### config.mk
export PLATFORM = sky130hd
export DESIGN_NAME = cvxif_offload_ctrl
export DESIGN_NICKNAME = d
export VERILOG_FILES = /design/src/rtl/cvxif_pkg.sv /design/src/rtl/cvxif_outstanding_tracker.sv /design/src/rtl/cvxif_offload_ctrl.sv
export SDC_FILE = /design/constraint.sdc
export NUM_CORES = 1
export LEC_CHECK = 0
export CORE_AREA = 2 2 237 239
export CTS_BUF_LIST = sky130_fd_sc_hd__clkbuf_4 sky130_fd_sc_hd__clkbuf_8 sky130_fd_sc_hd__clkbuf_16
export CTS_CLUSTER_SIZE = 24
export DETAILED_ROUTE_END_ITERATION = 7
export DIE_AREA = 0 0 239 241
export PLACE_DENSITY_LB_ADDON = 0.05
export SYNTH_ARGS = -nofsm -noshare
export SYNTH_HDL_FRONTEND = slang
export SYNTH_SLANG_ARGS = --single-unit
### constraint.sdc
create_clock -name clk_i -period 11.51 [get_ports clk_i]
set_input_delay 1.7265 -clock clk_i [delete_from_list [all_inputs] [get_ports clk_i]]
set_output_delay 1.7265 -clock clk_i [all_outputs]
set_load 0.1 [all_outputs]
### src/rtl/cvxif_pkg.sv
// Shared types and sizing for the CV-X-IF offload controller.
// The controller FSM walks IDLE -> ISSUE -> (COMMIT | REJECT) -> IDLE.
package cvxif_pkg;

    localparam int unsigned CVXIF_TRANS_ID_BITS = 3;
    localparam int unsigned CVXIF_NR_IDS        = 2 ** CVXIF_TRANS_ID_BITS;

    typedef enum logic [1:0] {
        IDLE   = 2'd0,
        ISSUE  = 2'd1,
        COMMIT = 2'd2,
        REJECT = 2'd3
    } cvxif_ctrl_state_e;

endpackage

### src/rtl/cvxif_outstanding_tracker.sv
// One bit per transaction ID marking coprocessor results still owed to the scoreboard.
// The query includes an ID being set this same cycle so a result racing its own issue is not lost.
module cvxif_outstanding_tracker #(
    parameter int unsigned ID_BITS = 3
) (
    input  logic               clk_i,
    input  logic               rst_i,
    input  logic               flush_i,
    input  logic               set_i,
    input  logic [ID_BITS-1:0] set_id_i,
    input  logic               clr_i,
    input  logic [ID_BITS-1:0] clr_id_i,
    input  logic               kill_i,
    input  logic [ID_BITS-1:0] kill_id_i,
    input  logic [ID_BITS-1:0] query_id_i,
    output logic               query_hit_o,
    output logic               any_o
);

    localparam int unsigned NR_IDS = 2 ** ID_BITS;

    logic [NR_IDS-1:0] bits;

    generate
        for (genvar gi = 0; gi < NR_IDS; gi++) begin : g_bit
            logic bit_reg;

            // Flush and kill beat a same-cycle set; a set beats a result-driven clear.
            always_ff @(posedge clk_i or posedge rst_i) begin
                if (rst_i) begin
                    bit_reg <= 1'b0;
                end else if (flush_i || (kill_i && (kill_id_i == ID_BITS'(gi)))) begin
                    bit_reg <= 1'b0;
                end else if (set_i && (set_id_i == ID_BITS'(gi))) begin
                    bit_reg <= 1'b1;
                end else if (clr_i && (clr_id_i == ID_BITS'(gi))) begin
                    bit_reg <= 1'b0;
                end
            end

            assign bits[gi] = bit_reg;
        end
    endgenerate

    assign query_hit_o = bits[query_id_i] | (set_i & (set_id_i == query_id_i));
    assign any_o       = |bits;

endmodule

### src/rtl/cvxif_offload_ctrl.sv
// Issue/commit sequencer between issue_read_operands and a CV-X-IF coprocessor.
// Holds one request through the issue handshake, then emits one commit or a reject writeback.
module cvxif_offload_ctrl
    import cvxif_pkg::*;
#(
    parameter int unsigned TRANS_ID_BITS = CVXIF_TRANS_ID_BITS,
    parameter int unsigned XLEN          = 64,
    parameter int unsigned NR_RS         = 3
) (
    input  logic                     clk_i,
    input  logic                     rst_i,
    input  logic                     flush_i,
    input  logic                     req_valid_i,
    output logic                     req_ready_o,
    input  logic [31:0]              req_instr_i,
    input  logic [TRANS_ID_BITS-1:0] req_id_i,
    input  logic [NR_RS*XLEN-1:0]    req_rs_i,
    output logic                     x_issue_valid_o,
    input  logic                     x_issue_ready_i,
    output logic [31:0]              x_issue_instr_o,
    output logic [TRANS_ID_BITS-1:0] x_issue_id_o,
    output logic [NR_RS*XLEN-1:0]    x_issue_rs_o,
    input  logic                     x_issue_accept_i,
    input  logic                     x_issue_writeback_i,
    output logic                     x_commit_valid_o,
    output logic [TRANS_ID_BITS-1:0] x_commit_id_o,
    output logic                     x_commit_kill_o,
    input  logic                     x_result_valid_i,
    output logic                     x_result_ready_o,
    input  logic [TRANS_ID_BITS-1:0] x_result_id_i,
    input  logic [XLEN-1:0]          x_result_data_i,
    output logic                     wb_valid_o,
    output logic [TRANS_ID_BITS-1:0] wb_id_o,
    output logic [XLEN-1:0]          wb_data_o,
    output logic                     wb_ex_valid_o,
    output logic                     busy_o
);

    cvxif_ctrl_state_e state_reg, state_next;

    logic [31:0]              hold_instr_reg;
    logic [TRANS_ID_BITS-1:0] hold_id_reg;
    logic [NR_RS*XLEN-1:0]    hold_rs_reg;
    logic                     kill_pending_reg;

    logic                     wb_valid_reg;
    logic                     wb_ex_reg;
    logic [TRANS_ID_BITS-1:0] wb_id_reg;
    logic [XLEN-1:0]          wb_data_reg;

    logic capture;
    logic issue_hs;
    logic set_en;
    logic kill_en;
    logic result_hs;
    logic result_hit;
    logic any_outstanding;
    logic wb_load_result;
    logic wb_load_reject;

    assign capture   = (state_reg == IDLE) && req_valid_i && !flush_i;
    assign issue_hs  = (state_reg == ISSUE) && x_issue_ready_i;
    assign set_en    = issue_hs && x_issue_accept_i && x_issue_writeback_i;
    assign kill_en   = (state_reg == COMMIT) && (kill_pending_reg || flush_i);
    assign result_hs = x_result_valid_i && x_result_ready_o;

    // A flush cancels any writeback that would otherwise load this cycle.
    assign wb_load_result = result_hs && result_hit && !flush_i;
    assign wb_load_reject = (state_reg == REJECT) && !flush_i;

    cvxif_outstanding_tracker #(
        .ID_BITS (TRANS_ID_BITS)
    ) u_tracker (
        .clk_i       (clk_i),
        .rst_i       (rst_i),
        .flush_i     (flush_i),
        .set_i       (set_en),
        .set_id_i    (hold_id_reg),
        .clr_i       (result_hs && result_hit),
        .clr_id_i    (x_result_id_i),
        .kill_i      (kill_en),
        .kill_id_i   (hold_id_reg),
        .query_id_i  (x_result_id_i),
        .query_hit_o (result_hit),
        .any_o       (any_outstanding)
    );

    always_ff @(posedge clk_i or posedge rst_i) begin
        if (rst_i) begin
            state_reg <= IDLE;
        end else begin
            state_reg <= state_next;
        end
    end

    always_comb begin
        state_next = state_reg;
        case (state_reg)
            IDLE: begin
                if (req_valid_i && !flush_i) begin
                    state_next = ISSUE;
                end
            end
            ISSUE: begin
                if (x_issue_ready_i) begin
                    if (x_issue_accept_i) begin
                        state_next = COMMIT;
                    end else if (kill_pending_reg || flush_i) begin
                        state_next = IDLE;
                    end else begin
                        state_next = REJECT;
                    end
                end
            end
            COMMIT:  state_next = IDLE;
            REJECT:  state_next = IDLE;
            default: state_next = IDLE;
        endcase
    end

    always_comb begin
        req_ready_o      = 1'b0;
        x_issue_valid_o  = 1'b0;
        x_commit_valid_o = 1'b0;
        x_commit_kill_o  = 1'b0;
        x_result_ready_o = 1'b1;
        case (state_reg)
            IDLE:   req_ready_o = 1'b1;
            ISSUE:  x_issue_valid_o = 1'b1;
            COMMIT: begin
                x_commit_valid_o = 1'b1;
                x_commit_kill_o  = kill_pending_reg || flush_i;
            end
            REJECT: x_result_ready_o = 1'b0;
            default: req_ready_o = 1'b0;
        endcase
    end

    always_ff @(posedge clk_i or posedge rst_i) begin
        if (rst_i) begin
            hold_instr_reg   <= '0;
            hold_id_reg      <= '0;
            hold_rs_reg      <= '0;
            kill_pending_reg <= 1'b0;
        end else if (capture) begin
            hold_instr_reg   <= req_instr_i;
            hold_id_reg      <= req_id_i;
            hold_rs_reg      <= req_rs_i;
            kill_pending_reg <= 1'b0;
        end else if ((state_reg == ISSUE) && flush_i) begin
            kill_pending_reg <= 1'b1;
        end
    end

    // Result and reject loads never coincide: results are back-pressured in REJECT.
    always_ff @(posedge clk_i or posedge rst_i) begin
        if (rst_i) begin
            wb_valid_reg <= 1'b0;
            wb_ex_reg    <= 1'b0;
            wb_id_reg    <= '0;
            wb_data_reg  <= '0;
        end else begin
            wb_valid_reg <= wb_load_result || wb_load_reject;
            wb_ex_reg    <= wb_load_reject;
            if (wb_load_reject) begin
                wb_id_reg   <= hold_id_reg;
                wb_data_reg <= XLEN'(hold_instr_reg);
            end else if (wb_load_result) begin
                wb_id_reg   <= x_result_id_i;
                wb_data_reg <= x_result_data_i;
            end
        end
    end

    assign x_issue_instr_o = hold_instr_reg;
    assign x_issue_id_o    = hold_id_reg;
    assign x_issue_rs_o    = hold_rs_reg;
    assign x_commit_id_o   = hold_id_reg;

    assign wb_valid_o    = wb_valid_reg;
    assign wb_ex_valid_o = wb_ex_reg;
    assign wb_id_o       = wb_id_reg;
    assign wb_data_o     = wb_data_reg;

    assign busy_o = (state_reg != IDLE) || any_outstanding;

endmodule

Word-level counts from Yosys, hierarchy flattened --
Cells that the tools add are included.
Cells by class: add/subtract/negate cells 0, multiply operators 0, divide/modulo/power cells 0, $lt $le $gt $ge 1, equal/unequal tests 20, shifts and indexed selects 0, mux-type cells 42, bitwise gates (word level) 2, reductions and logical operators 65
Operator list (count):
- 2-to-1 mux 64 bit | 2
- logical AND 1 bit | 36
- 2-to-1 mux 1 bit | 32
- == test 3 bit, second input constant | 8
- nonzero test 3 bit | 8
- == test 3 x 2 -> 1 bit, second input constant | 4
- logical OR 1 bit | 11
- 2-to-1 mux 2 bit | 4
- OR reduction 8 bit | 1
- == test 3 x 1 -> 1 bit, second input constant | 2
- logical NOT 3 bit | 2
- 2-to-1 mux 3 bit | 2
- case mux 2 bit (3 select lines) | 1
- nonzero test 2 bit | 3
- == test 2 bit, second input constant | 2
- less-than comparator 3 x 4 -> 1 bit, second input constant | 1
- binary-select mux 1 bit (select 3 bit) | 1
- == test 3 bit | 1
- == test 2 x 1 -> 1 bit, second input constant | 1
- logical NOT 2 bit | 1
- inequality test 2 x 1 -> 1 bit, second input constant | 1
- inequality test 2 bit, second input constant | 1
- AND reduction 2 bit | 1
- OR reduction 2 bit | 1
- 3 further kinds | 3
Storage, ports and cells: register bits after elaboration 307, bits in latches 0, bits in writable memories 0, bits in read-only memories 0, bits of input ports 302, output and inout bits 305, word-level logic and storage cells 147, memories 0

Longest topological paths before layout --
depth in word-level cells 11, gate-level depth with buffers 9, depth with buffers taken out 6

Cells and area by module --
From an unflattened synthesis, not the netlist that was laid out.
Unflattened totals: cells, all modules 754, area, all modules 12040.3 um^2
By module, submodules not included:
- cvxif_offload_ctrl | times used 1, cells each 695, area an instance 11443.5 um^2, sequential area each 7482.2 um^2
- cvxif_outstanding_tracker | times used 1, cells each 59, area an instance 596.8 um^2, sequential area each 200.2 um^2

Worst setup path after synthesis --
OpenSTA, ideal clock, no wires.
kind input to output, from in flush_i, to out x_commit_kill_o, arrival 3.425 ns, data required time 9.784 ns, slack 6.359 ns, cell stages on the path 3, buffers on the path 1, cells stage by stage clkbuf_1 nor2_1 nor2b_1
Between the ends: longest elaborated chain between the ends 2
RTL lines:
- start, declared | line cvxif_offload_ctrl.sv:12 | input logic flush_i,
- logical OR 1 bit | line cvxif_offload_ctrl.sv:132 | x_commit_kill_o = kill_pending_reg || flush_i;
- 2-to-1 mux 1 bit | line cvxif_offload_ctrl.sv:127 | case (state_reg)
- end, declared | line cvxif_offload_ctrl.sv:27 | output logic x_commit_kill_o,
No other way between the ends.

Worst setup path in the final report --
Same ends and word-level chain as after synthesis.

==> results.ini <==
[outcome]
run_status = finished clean

[sta]
slew-limit-headroom_pct = 21.36
worstMarginPinSlew_ns = 1.176
final.setup.tns_ns = 0
final.min_clock_period_ns = 6.037
hold_violations = 0
setup_repair_after_global_routing_missed_its_margin = false
final.setup_skew_ns = 0.02694
hold_ws_ns = 0.5003
clock.fmax_mhz = 165.7
fin_crit_sh_pct = 52.45
count_of_final_setup_violators = 0
maxSlewViolCount = 0

[global_routing]
overflow = 0
grt_first_pass_wirelength_mm = 67.65
grt_usage_pct = 15.97
grt_max_degree = 143
antenna_found_initial = 12
grt_pass1_vias = 9957

[die]
initial_utilization_pct = 22.10
std_cell_rows = 86
fp.dieW_um = 239
die_h_um = 241
placeableCoreArea_um2 = 54880
io-pin-count = 607
die_area_um2 = 57600

[drt]
wl_mm = 47.57
drtPass1Iterations = 4
wl_per_cell_um = 22.15
detailedRoute.firstIterationViolations = 329
num_vias = 9259
post-route-drc-count = 0
number_of_nets_with_antenna_violations_after_detailed_routing = 0
viasPerCell = 4.311

[min_path]
worst_hold_startpoint = wb_data_o[62]$_DFFE_PP0P_
timing.hold.worst_endpoint = wb_data_o[62]$_DFFE_PP0P_
hold_class = flop to flop
worstHoldPathCells = 1

[worst_setup_path]
worstPathRequired_ns = 9.78
rr_startpoint = state_reg[1]$_DFFE_PP0P_
worst-r2r-cell-count = 4
critical_path.reg2reg.endpoint = x_issue_instr_o[8]$_DFFE_PP0P_
cp.arrival_ns = 4.31
worstSetupEndpointType = output port
timing.critical_path.fanout_max = 17
setup.worst_path.class = primary input to output port
crit_path_start_kind = primary input
reg2reg_setup_slack_ns = 8.80

[cells_and_area]
layout-drive-gt1-share_pct = 22.32
core_utilization_of_the_finished_layout_pct = 36.83
final_cell_area_um2 = 20210
area_added_between_synthesis_and_finish_pct = 66.65
largest_reg_flops = 192
most-common-layout-cells = sky130_fd_sc_hd__clkdlybuf4s50_1 (606), sky130_fd_sc_hd__dfrtp_1 (307), sky130_fd_sc_hd__mux2_2 (226)
num-nets-final = 1708
mostFrequentLayoutCell = sky130_fd_sc_hd__clkdlybuf4s50_1

[synthesis]
synthesis.instances = 806
yosys_warnings = 0
number_of_distinct_library_cells_after_synthesis = 40
synth-seq-cells = 307
synthesis.area_um2 = 12130
number_of_nets_produced_by_synthesis = 1108
post_synth.cell_area_avg_um2 = 15.05
synth_seq_area_share_pct = 63.35

[place]
post_place_instance_area_um2 = 18890
post-dp-hpwl_mm = 34.02
gp_congestion = 0.7789
numPortBuffers = 606

[power_and_ir_drop]
power_leakage_uw = 0.008343
maximum_resistive_drop_on_vdd_mv = 0.1773
cellPowerDensity_nw_per_um2 = 338.2

[clock_tree]
cts-hold-fix-buffers = 0
ctsLongestPathBuffers = 3
cts_htree_levels = 2
clock-root-buffer = sky130_fd_sc_hd__clkbuf_16
post_cts.repair.setup_buffers = 0
cts_tree = done
clk-insertion-delay-late_ns = 0.56
post_cts.resized_instances = 0
cts.sinks = 307
cts_made_buffers = 41
clkSlewWorstSetupHoldPaths_ns = 0.05

[job]
cap_violations = 0

==> routing by layer <==
metal	track usage (%)	share of wire [%]	up-vias
met4	6.155	2.8	8
met3	7.938	11	77
li1	-	-	4153
met1	17.82	37	4648
met5	0	0.11	-
met2	26.15	49	373
==> Yosys cell counts (all sizes together) <==
master,instances,share of area (%)
dfrtp,307,63
mux2,226,21
nor2b,37,1.9
buf,35,1.8
a221o,32,2.6
a22o,32,2.3
and3,32,1.7
clkbuf,24,0.74
nand2,10,0.31
nor2,10,0.31
a221oi,6,0.43
nand3,5,0.21
a21oi,4,0.17
inv,4,0.12
mux2i,4,0.33
o31ai,4,0.25
o41ai,4,0.29
and2,3,0.15
o21ai,3,0.15
xnor2,3,0.22
a31o,2,0.14
nand2b,2,0.10
nand3b,2,0.12
nor4,2,0.10
o221a,2,0.19
o22a,2,0.22
a21o,1,0.062
mux4,1,0.19
nand4,1,0.052
nor3,1,0.13
nor4b,1,0.072
o211a,1,0.083
o21a,1,0.062
or3,1,0.052
or4,1,0.062
==> report_power, final <==
group | total [uW] | internal (uW) | switching [uW]
Sequential | 1620 | 1420 | 199
Clock | 1240 | 750 | 492
Combinational | 3970 | 950 | 3030
==> final cells by class <==
| type | count | area [um2] |
|---|---|---|
| diodes | 10 | 25.02 |
| clock buffers | 61 | 1214 |
| clock inverters | 10 | 85.08 |
| fillers | 5372 | 34670 |
| inverters | 4 | 22.52 |
| multi-input cells | 436 | 4134 |
| flip-flops and latches | 307 | 7682 |
| well taps | 704 | 880.8 |
| repair buffers | 616 | 6166 |
==> metrics by stage <==
| step | total power (uW) | cells | setup WS [ns] |
|---|---|---|---|
| 6_report | 6835 | 2148 | 5.473 |
| 5_1_grt | 7074 | 2142 | 5.340 |
| 4_1_cts | 6924 | 2138 | 5.431 |
| 3_5_place_dp | 5626 | 2067 | 5.456 |
| 3_3_place_gp | 5628 | 2067 | 5.465 |
| 2_1_floorplan | 4577 | 806 | 1.296 |
==> worst max path at each step <==
stage / endpoint / startpoint / slack [ns]
after CTS: x_commit_kill_o / flush_i / 5.43
after detailed placement: x_commit_kill_o / flush_i / 5.46
after floorplan: kill_pending_reg$_DFFE_PP0P_ / rst_i / 1.30
after global routing: x_commit_kill_o / flush_i / 5.34
after global placement: x_commit_kill_o / flush_i / 5.46
final: x_commit_kill_o / flush_i / 5.47
==> logic make-up (layout without fill, tap and decap cells) <==
group / Yosys count / count (layout) / share of synthesized area, %
AOI/OAI and AO/OA: 94 / 94 / 6.996
xor gates and xnor gates: 3 / 3 / 0.2167
buffers and inverters: 63 / 691 / 2.693
DFF: 307 / 307 / 63.35
muxes: 231 / 231 / 21.50
other: 0 / 10 / 0
and+or+nand+nor: 108 / 108 / 5.242
==> critical path: stages <==
cell	delay (ns)
sky130_fd_sc_hd__clkdlybuf4s50_1	0.95
sky130_fd_sc_hd__nor2_1	0.16
sky130_fd_sc_hd__nor2b_1	0.23
sky130_fd_sc_hd__clkdlybuf4s50_1	1.22
(Power assumes the default switching activity.)
